$ cat src/rtl/cpu_pkg.sv
// Shared types for the CPU_V1 front end: PC word, fetch FSM states and
// the next-PC select encoding used between the FSM and the PC datapath.
package cpu_pkg;

    typedef logic [31:0] pc_t;

    localparam int PC_STEP = 4;

    typedef enum logic [2:0] {
        IDLE,
        FETCH,
        EXEC,
        HALT,
        ERROR
    } fetch_state_t;

    typedef enum logic [1:0] {
        PC_HOLD,
        PC_SEQ,
        PC_BRANCH
    } pc_sel_t;

    // First byte address past the instruction-memory window.
    function automatic pc_t window_limit(input int unsigned words);
        return pc_t'(PC_STEP * words);
    endfunction

endpackage

$ cat src/rtl/pc_next_unit.sv
// Combinational next-PC selection with window wrap, plus the alignment and
// range check applied to branch targets.
module pc_next_unit
    import cpu_pkg::*;
#(
    parameter int IMEM_WORDS = 64
) (
    input  pc_t     pc,
    input  pc_sel_t pc_sel,
    input  pc_t     branch_target,
    output pc_t     pc_next,
    output logic    target_bad
);

    localparam pc_t LIMIT = window_limit(IMEM_WORDS);

    pc_t pc_inc;
    pc_t pc_seq;

    assign pc_inc = pc + pc_t'(PC_STEP);

    // Compare with >= so a PC that somehow sits past the window still wraps.
    assign pc_seq = (pc_inc >= LIMIT) ? '0 : pc_inc;

    assign target_bad = (branch_target[1:0] != 2'b00) || (branch_target >= LIMIT);

    always_comb begin
        pc_next = pc;
        case (pc_sel)
            PC_SEQ:    pc_next = pc_seq;
            PC_BRANCH: pc_next = branch_target;
            default:   pc_next = pc;
        endcase
    end

endmodule

$ cat src/rtl/fetch_sequencer.sv
// Program-counter sequencer for CPU_V1: fetch handshake FSM, PC register and
// retired-instruction counter. All outputs come straight from registers.
module fetch_sequencer
    import cpu_pkg::*;
#(
    parameter pc_t RESET_PC   = 32'h0000_0000,
    parameter int  IMEM_WORDS = 64
) (
    input  logic        clk,
    input  logic        reset,
    input  logic        stall,
    input  logic        branch_taken,
    input  logic [31:0] branch_target,
    input  logic        halt,
    input  logic        resume,
    input  logic        imem_ready,
    output logic [31:0] pc,
    output logic        fetch_req,
    output logic        instr_valid,
    output logic        halted,
    output logic        fault,
    output logic [31:0] retired_count
);

    fetch_state_t state_reg;
    fetch_state_t state_next;
    pc_t          pc_reg;
    pc_t          pc_next;
    pc_sel_t      pc_sel;
    logic         target_bad;
    logic         retire;
    logic         instr_valid_reg;
    logic [31:0]  retired_count_reg;

    pc_next_unit #(
        .IMEM_WORDS (IMEM_WORDS)
    ) u_pc_next (
        .pc            (pc_reg),
        .pc_sel        (pc_sel),
        .branch_target (branch_target),
        .pc_next       (pc_next),
        .target_bad    (target_bad)
    );

    always_ff @(posedge clk) begin
        if (reset) begin
            state_reg         <= IDLE;
            pc_reg            <= RESET_PC;
            instr_valid_reg   <= 1'b0;
            retired_count_reg <= '0;
        end else begin
            state_reg         <= state_next;
            pc_reg            <= pc_next;
            instr_valid_reg   <= retire;
            if (retire) begin
                retired_count_reg <= retired_count_reg + 32'd1;
            end
        end
    end

    always_comb begin
        state_next = state_reg;
        pc_sel     = PC_HOLD;
        retire     = 1'b0;
        case (state_reg)
            IDLE: begin
                state_next = FETCH;
            end
            FETCH: begin
                if (imem_ready) begin
                    state_next = EXEC;
                end
            end
            EXEC: begin
                // A stalled instruction ignores halt and branch entirely.
                if (!stall) begin
                    if (branch_taken && target_bad) begin
                        state_next = ERROR;
                    end else begin
                        retire = 1'b1;
                        if (halt) begin
                            state_next = HALT;
                            pc_sel     = PC_SEQ;
                        end else if (branch_taken) begin
                            state_next = FETCH;
                            pc_sel     = PC_BRANCH;
                        end else begin
                            state_next = FETCH;
                            pc_sel     = PC_SEQ;
                        end
                    end
                end
            end
            HALT: begin
                if (resume) begin
                    state_next = FETCH;
                end
            end
            ERROR: begin
                state_next = ERROR;
            end
            default: begin
                state_next = IDLE;
            end
        endcase
    end

    assign pc            = pc_reg;
    assign fetch_req     = (state_reg == FETCH);
    assign halted        = (state_reg == HALT);
    assign fault         = (state_reg == ERROR);
    assign instr_valid   = instr_valid_reg;
    assign retired_count = retired_count_reg;

endmodule

$ cat config.mk
export PLATFORM = sky130hd
export DESIGN_NAME = fetch_sequencer
export DESIGN_NICKNAME = d
export VERILOG_FILES = /design/src/rtl/cpu_pkg.sv /design/src/rtl/pc_next_unit.sv /design/src/rtl/fetch_sequencer.sv
export SDC_FILE = /design/constraint.sdc
export NUM_CORES = 1
export LEC_CHECK = 0
export BUFFER_PORTS_ARGS = -buffer_cell sky130_fd_sc_hd__buf_2
export CAP_MARGIN = 20
export CORE_MARGIN = 2
export CORE_UTILIZATION = 52
export DETAILED_ROUTE_END_ITERATION = 7
export GPL_ROUTABILITY_DRIVEN = 0
export HOLD_SLACK_MARGIN = 0.02
export PLACE_DENSITY = 0.8
export SLEW_MARGIN = 20
export SYNTH_ARGS = -nofsm -noshare
export SYNTH_HDL_FRONTEND = slang
export SYNTH_SLANG_ARGS = --single-unit
$ cat constraint.sdc
create_clock -name clk -period 4.1 [get_ports clk]
set_input_delay 0.615 -clock clk [delete_from_list [all_inputs] [get_ports clk]]
set_output_delay 0.615 -clock clk [all_outputs]
set_load 0.01 [all_outputs]
# Word-level counts from Yosys, hierarchy flattened
# Cells that the tools add are included.
dict set report word_totals {
  reg_bits 68
  latch_bits 0
  ramBits 0
  romBits 0
  input_bits 39
  out_inout_bits 68
  wordCells 39
  mem_count 0
}
dict set report classes {
  add_sub_neg 2
  mul 0
  div_mod_pow 0
  magnitude_cmp 2
  eq_ne 9
  shifts 0
  mux 16
  bitwise 0
  reduce_logical 6
}
# op count
set ops {}
lappend ops {{greater-or-equal comparator 32 x 9 -> 1 bit (second input constant)} 2}
lappend ops {{one-hot mux 32 bit (2 select lines)} 1}
lappend ops {{adder 32 x 1 -> 32 bit (second input constant)} 1}
lappend ops {{adder 32 x 3 -> 32 bit (second input constant)} 1}
lappend ops {{two-way mux 32 bit} 1}
lappend ops {{one-hot mux 3 bit (5 select lines)} 1}
lappend ops {{two-way mux 2 bit} 6}
lappend ops {{two-way mux 3 bit} 4}
lappend ops {{equality test 3 x 2 -> 1 bit (second input constant)} 2}
lappend ops {{inequality test 2 bit (second input constant)} 3}
lappend ops {{nonzero test 2 bit} 2}
lappend ops {{equality test 3 x 1 -> 1 bit (second input constant)} 1}
lappend ops {{equality test 3 bit (second input constant)} 1}
lappend ops {{zero test 3 bit} 1}
lappend ops {{two-way mux 1 bit} 3}
lappend ops {{AND reduction 3 bit} 1}
lappend ops {{equality test 2 x 1 -> 1 bit (second input constant)} 1}
lappend ops {{equality test 2 bit (second input constant)} 1}
lappend ops {{logical AND 1 bit} 1}
lappend ops {{logical OR 1 bit} 1}

# Longest topological paths before layout
dict set report logic_depth {
  word_depth 8
  ltp_mapped 12
  mapped_depth_nobuf 11
}

# By module
# From an unflattened synthesis, not the netlist that was laid out.
dict set report hier_totals {
  hier_cells 469
  hier_area_um2 3977.6
}
# mod instances cells_per_inst area_each_um2 seq_area_each_um2
set by_module_without_submodules {}
lappend by_module_without_submodules {fetch_sequencer 1 293 2777.7 1361.3}
lappend by_module_without_submodules {pc_next_unit 1 176 1199.9 0.0}

# Worst setup path before layout
# OpenSTA, ideal clock, no wires.
dict set report synth_timing {
  path_type {input-to-reg}
  start {in branch_target[0]}
  end {reg pc_reg[0], in the netlist pc[0]}
  setup_time_ps 126
  t_arrival_ps 3153
  t_required_ps 3974
  path_slack_ps 821
  path_stages 12
  n_path_buf 1
  path_cell_list {nor4_2 -> nand4_1 -> o31a_2 -> nor2_1 -> nand2_1 -> ha_1 -> clkbuf_1 -> a41o_1 -> a211o_1 -> nor4_4 -> a21oi_1 -> mux2i_1}
}
dict set report synth_via {
  elab_chain_cells 8
  elab_cells_between_ends 11
  cone_classes {1 x order compare; 2 x eq/ne; 4 x mux; 4 x reduce/logical}
}
# item line
set synth_lines {}
lappend synth_lines {{start: declaration} fetch_sequencer.sv:13} ;# input logic [31:0] branch_target,
lappend synth_lines {{greater-or-equal comparator 32 x 9 -> 1 bit / nonzero test 2 bit (equally long branches)} pc_next_unit.sv:25} ;# assign target_bad = (branch_target[1:0] != 2'b00) || (branch_target >= LIMIT);
lappend synth_lines {{logical OR 1 bit} pc_next_unit.sv:25}
lappend synth_lines {{logical AND 1 bit} fetch_sequencer.sv:77} ;# if (branch_taken && target_bad) begin
lappend synth_lines {{two-way mux 2 bit} fetch_sequencer.sv:77}
lappend synth_lines {{two-way mux 2 bit} fetch_sequencer.sv:76} ;# if (!stall) begin
lappend synth_lines {{two-way mux 2 bit} fetch_sequencer.sv:65} ;# case (state_reg)
lappend synth_lines {{equality test 2 bit / equality test 2 x 1 -> 1 bit (equally long branches)} pc_next_unit.sv:29} ;# case (pc_sel)
lappend synth_lines {{one-hot mux 32 bit (2 select lines) / nonzero test 2 bit (equally long branches)} --}
lappend synth_lines {{end signal: assignment} fetch_sequencer.sv:53} ;# pc_reg <= pc_next;
lappend synth_lines {{end: declaration} fetch_sequencer.sv:27} ;# pc_t pc_reg;
# Several ways; a longest one is shown, not always the timed one.
# A chain may end at the register's enable or synchronous reset.

# Worst setup path after layout
dict set report layout_timing {
  start {in branch_target[27]}
  end {reg pc_reg[0], in the netlist pc[0]}
}
dict set report layout_via {
  elab_chain_cells 8
  elab_cells_between_ends 10
  cone_classes {1 x order compare; 2 x eq/ne; 4 x mux; 3 x reduce/logical}
}
# item line
set layout_lines {}
lappend layout_lines {{greater-or-equal comparator 32 x 9 -> 1 bit *} pc_next_unit.sv:25}
lappend layout_lines {{logical OR 1 bit *} pc_next_unit.sv:25}
lappend layout_lines {{logical AND 1 bit *} fetch_sequencer.sv:77}
lappend layout_lines {{two-way mux 2 bit *} fetch_sequencer.sv:77}
lappend layout_lines {{two-way mux 2 bit *} fetch_sequencer.sv:76}
lappend layout_lines {{two-way mux 2 bit *} fetch_sequencer.sv:65}
lappend layout_lines {{equality test 2 bit / equality test 2 x 1 -> 1 bit (equally long branches)} pc_next_unit.sv:29}
lappend layout_lines {{one-hot mux 32 bit (2 select lines) / nonzero test 2 bit (equally long branches)} --}
# Every way passes the cells marked *; elsewhere a longest branch is shown, timed or not.

==> results.json <==
{
  "worstMarginPinSlew_ns": 0.674,
  "crit_required_ns": 4.32,
  "top_ff_cell_synth": "sky130_fd_sc_hd__dfxtp_1",
  "tritoncts.num_buffers": 9,
  "cts.repair.resized": 0,
  "antennaDiodeCount": 0,
  "synthCells": 474,
  "worstReg2RegStart": "state_reg[2]$_SDFFE_PP0P_",
  "top_ports": 107,
  "internal_power_mw": 1.03,
  "max-vdd-ir-drop_mv": 0.200,
  "clock_tree.htree_level_count": 3,
  "final.min_clock_period_ns": 3.34,
  "clk_root_buffer_cell": "sky130_fd_sc_hd__clkbuf_8",
  "detailroute.via_count": 3818,
  "report.final.slew_viol_count": 0,
  "antenna_left": 0,
  "numClockSinks": 68,
  "grt_use_met1_pct": 35.7,
  "total_negative_slack_for_setup_checks_ns": 0,
  "proportion_of_power_drawn_by_the_clock_network_pct": 45.2,
  "first_pass_iters": 5,
  "grt_pass1_wl_um": 16300,
  "timing.critical_path.arrival_ns": 3.56,
  "grtUsageTotal_pct": 26.6,
  "clkLatencyLatePin_ns": 0.35,
  "setup.worst_path.start": "branch_target[27]",
  "final_util_pct": 65.7,
  "grt-busiest-layer": "met2",
  "final_nets": 616,
  "antenna_found_initial": 0,
  "setup-violations-final": 0,
  "holdBufCountCts": 0,
  "start_util_pct": 53.6,
  "grt_max_degree": 63,
  "cts.reportedPaths.clkPinSlew_ns": 0.07,
  "ys_types": 59,
  "outcome": "complete, no violations",
  "critPathMaxFanout": 7,
  "layout.cell_area.non_filler_um2": 4460,
  "global_route.usage.met2_pct": 41.5,
  "timing.clock.skew_ns": 0.0105,
  "yosys_warnings": 0,
  "cts-root-to-sink-buffers": 2,
  "floorplan.die.height_um": 87.7,
  "worst_hold_path_type": "reg -> reg",
  "grt_pass1_vias": 3459,
  "max_freq_mhz": 299,
  "drt-wirelength-per-cell_um": 14.4,
  "share_comb_of_total_power_pct": 5.0,
  "die_area_um2": 7690,
  "die-width_um": 87.7,
  "final_layout_size_suffix_gt1_share_pct": 24.7,
  "vias_per_cell": 5.66,
  "synth_enable_flop_cells": 0,
  "hold_path_startpoint": "pc[1]$_SDFFE_PP0P_",
  "total_power_divided_by_cell_area_nw_per_um2": 300,
  "post_detailed_route_drc_marker_count": 0,
  "grt.overflow.total": 0,
  "leakagePower_nw": 1.88,
  "area_growth_syn_to_layout_pct": 22.7,
  "worst-setup-path-type": "in -> reg",
  "syn_area_um2": 3640,
  "dpl_cell_area_um2": 4250,
  "hold_ws_ns": 0.480,
  "num_rows": 30,
  "design.core.area_um2": 6790,
  "part_of_the_yosys_area_used_for_sequential_elements_pct": 37.4,
  "yosys.area.top_type_share_pct": 37.4,
  "setup.worst_path.start_class": "primary input",
  "power_switching_share_pct": 22.9,
  "fillerInstances": 582,
  "pwr-share-seq_pct": 49.8,
  "post-cts-setup-buffer-count": 0,
  "maxCapViolCount": 0,
  "netlist.top_cell.by_area": "sky130_fd_sc_hd__dfxtp_1",
  "final_cycle_utilization_of_the_critical_path_pct": 81.4,
  "cts_tree": "done",
  "setup.worst_path.end_class": "register",
  "io_buffers": 106,
  "grt_setup_unrepaired": "false",
  "mappedNetlistNets": 516,
  "wirelength_um": 9730,
  "synth_async_sr_flop_share_pct": 0,
  "synth.area.top_cells": "sky130_fd_sc_hd__dfxtp_1 (37%), sky130_fd_sc_hd__nor2_1 (10%), sky130_fd_sc_hd__nand2_1 (5.8%)",
  "detailedPlacementHpwl_um": 7120,
  "worst_slew_margin_rel_pct": 55.0,
  "met3_usage_pct": 4.71,
  "drtIter0Drc": 207,
  "avgSynthCellArea_um2": 7.68,
  "hold_viol_final": 0,
  "p_sw_uw": 308,
  "synth_seq_cells": 68
}
==> path summary, 6_finish.rpt <==
path	endpoint	slack, ns	cells past startpoint
max	pc[0]$_SDFFE_PP0P_	0.76	12
min	pc[1]$_SDFFE_PP0P_	0.48	2
max reg2reg	pc[0]$_SDFFE_PP0P_	1.20	10
min reg2reg	pc[1]$_SDFFE_PP0P_	0.48	2
==> per-layer routing <==
metal  up-vias  routed length, um
met5         -                  0
met4         0                272
met3        19                670
met2       146               4440
met1      1770               4350
li1       1883                  -
==> worst max-delay path, cell delays in order <==
cell and delay, ns:
sky130_fd_sc_hd__buf_2 0.11, sky130_fd_sc_hd__nor4_2 0.26, sky130_fd_sc_hd__nand4_1 0.24, sky130_fd_sc_hd__o31a_2 0.45, sky130_fd_sc_hd__nor2_1 0.27, sky130_fd_sc_hd__nand2_1 0.10, sky130_fd_sc_hd__ha_1 0.23, sky130_fd_sc_hd__a41o_1 0.20
sky130_fd_sc_hd__a211o_1 0.29, sky130_fd_sc_hd__nor4_4 0.44, sky130_fd_sc_hd__a21oi_1 0.19, sky130_fd_sc_hd__mux2i_1 0.16
==> synth_stat cells (2+ instances only) <==
cell	number
sky130_fd_sc_hd__nor2_1	100
sky130_fd_sc_hd__dfxtp_1	68
sky130_fd_sc_hd__nand2_1	56
sky130_fd_sc_hd__a21oi_1	33
sky130_fd_sc_hd__clkbuf_1	20
sky130_fd_sc_hd__nand3_1	19
sky130_fd_sc_hd__xor2_1	19
sky130_fd_sc_hd__nand4_1	15
sky130_fd_sc_hd__nor3_1	15
sky130_fd_sc_hd__inv_1	9
sky130_fd_sc_hd__xnor2_1	9
sky130_fd_sc_hd__and4_1	8
sky130_fd_sc_hd__nor4_1	8
sky130_fd_sc_hd__a31oi_1	7
sky130_fd_sc_hd__and3_1	7
sky130_fd_sc_hd__o21ai_0	7
sky130_fd_sc_hd__and2_1	5
sky130_fd_sc_hd__nand2b_1	4
sky130_fd_sc_hd__a2111oi_0	3
sky130_fd_sc_hd__a211o_1	3
sky130_fd_sc_hd__ha_1	3
sky130_fd_sc_hd__mux2i_1	3
sky130_fd_sc_hd__nand3b_1	3
sky130_fd_sc_hd__nor4_2	3
sky130_fd_sc_hd__o211ai_1	3
sky130_fd_sc_hd__or3_1	3
sky130_fd_sc_hd__a211oi_1	2
sky130_fd_sc_hd__a221oi_1	2
sky130_fd_sc_hd__a311oi_1	2
sky130_fd_sc_hd__buf_2	2
sky130_fd_sc_hd__nor2_2	2
sky130_fd_sc_hd__nor3b_1	2
sky130_fd_sc_hd__nor4_4	2
sky130_fd_sc_hd__o31ai_1	2
==> layout make-up <==
| type | count | area (um^2) | share of cell area, % |
|---|---|---|---|
| Sequential cell | 68 | 1360 | 30.5 |
| Multi-Input combinational cell | 374 | 2160 | 48.3 |
| Tap cell | 96 | 120 | 2.69 |
| Timing Repair Buffer | 112 | 578 | 12.9 |
| Clock inverter | 6 | 87.6 | 1.96 |
| Inverter | 9 | 33.8 | 0.757 |
| Clock buffer | 10 | 128 | 2.86 |
==> cells in the final DEF, fill, tap and decap left out, types with 5 or more instances in the layout <==
cell	instances
sky130_fd_sc_hd__nor3_1	15
sky130_fd_sc_hd__and3_1	7
sky130_fd_sc_hd__inv_1	9
sky130_fd_sc_hd__a31oi_1	7
sky130_fd_sc_hd__nand4_1	15
sky130_fd_sc_hd__nor4_1	8
sky130_fd_sc_hd__and2_1	5
sky130_fd_sc_hd__buf_2	105
sky130_fd_sc_hd__a21oi_1	33
sky130_fd_sc_hd__clkbuf_8	9
sky130_fd_sc_hd__xnor2_1	9
sky130_fd_sc_hd__nand2_1	56
sky130_fd_sc_hd__nand3_1	19
sky130_fd_sc_hd__and4_1	8
sky130_fd_sc_hd__o21ai_0	7
sky130_fd_sc_hd__nor2_1	100
sky130_fd_sc_hd__dfxtp_1	68
sky130_fd_sc_hd__xor2_1	19
sky130_fd_sc_hd__buf_4	7
==> metrics by stage <==
| stage | power, mW | instances | setup WS, ns |
|---|---|---|---|
| after floorplan | 0.714 | 474 | 0.821 |
| after detailed placement | 0.749 | 659 | 0.410 |
| after global placement | 0.747 | 659 | 0.533 |
| final | 1.34 | 675 | 0.761 |
| after CTS | 1.35 | 675 | 0.760 |
| after global routing | 1.39 | 675 | 0.404 |
==> power by group through the flow <==
| stage | registers (mW) | logic [mW] | clock network (mW) |
|---|---|---|---|
| 2_1_floorplan | 0.682 | 0.0320 | 0 |
| 3_3_place_gp | 0.683 | 0.0635 | 0 |
| 3_5_place_dp | 0.684 | 0.0655 | 0 |
| 4_1_cts | 0.668 | 0.0661 | 0.613 |
| 5_1_grt | 0.669 | 0.0741 | 0.643 |
| 6_report | 0.668 | 0.0673 | 0.606 |
==> cell families (layout without fill, tap and decap cells) <==
logic type               after synthesis  after routing  synth area share (%)
flip-flops                            68             68                  37.4
XOR/XNOR                              28             28                  6.74
adder cells (fa/ha/maj)                3              3                  1.03
buffers and inverters                 32            137                  3.37
AO/OA/AOI/OAI                         78             78                  14.0
multiplexers                           3              3                 0.825
AND/OR/NAND/NOR                      262            262                  36.6
Note: power is estimated with default switching activity, not from simulation.
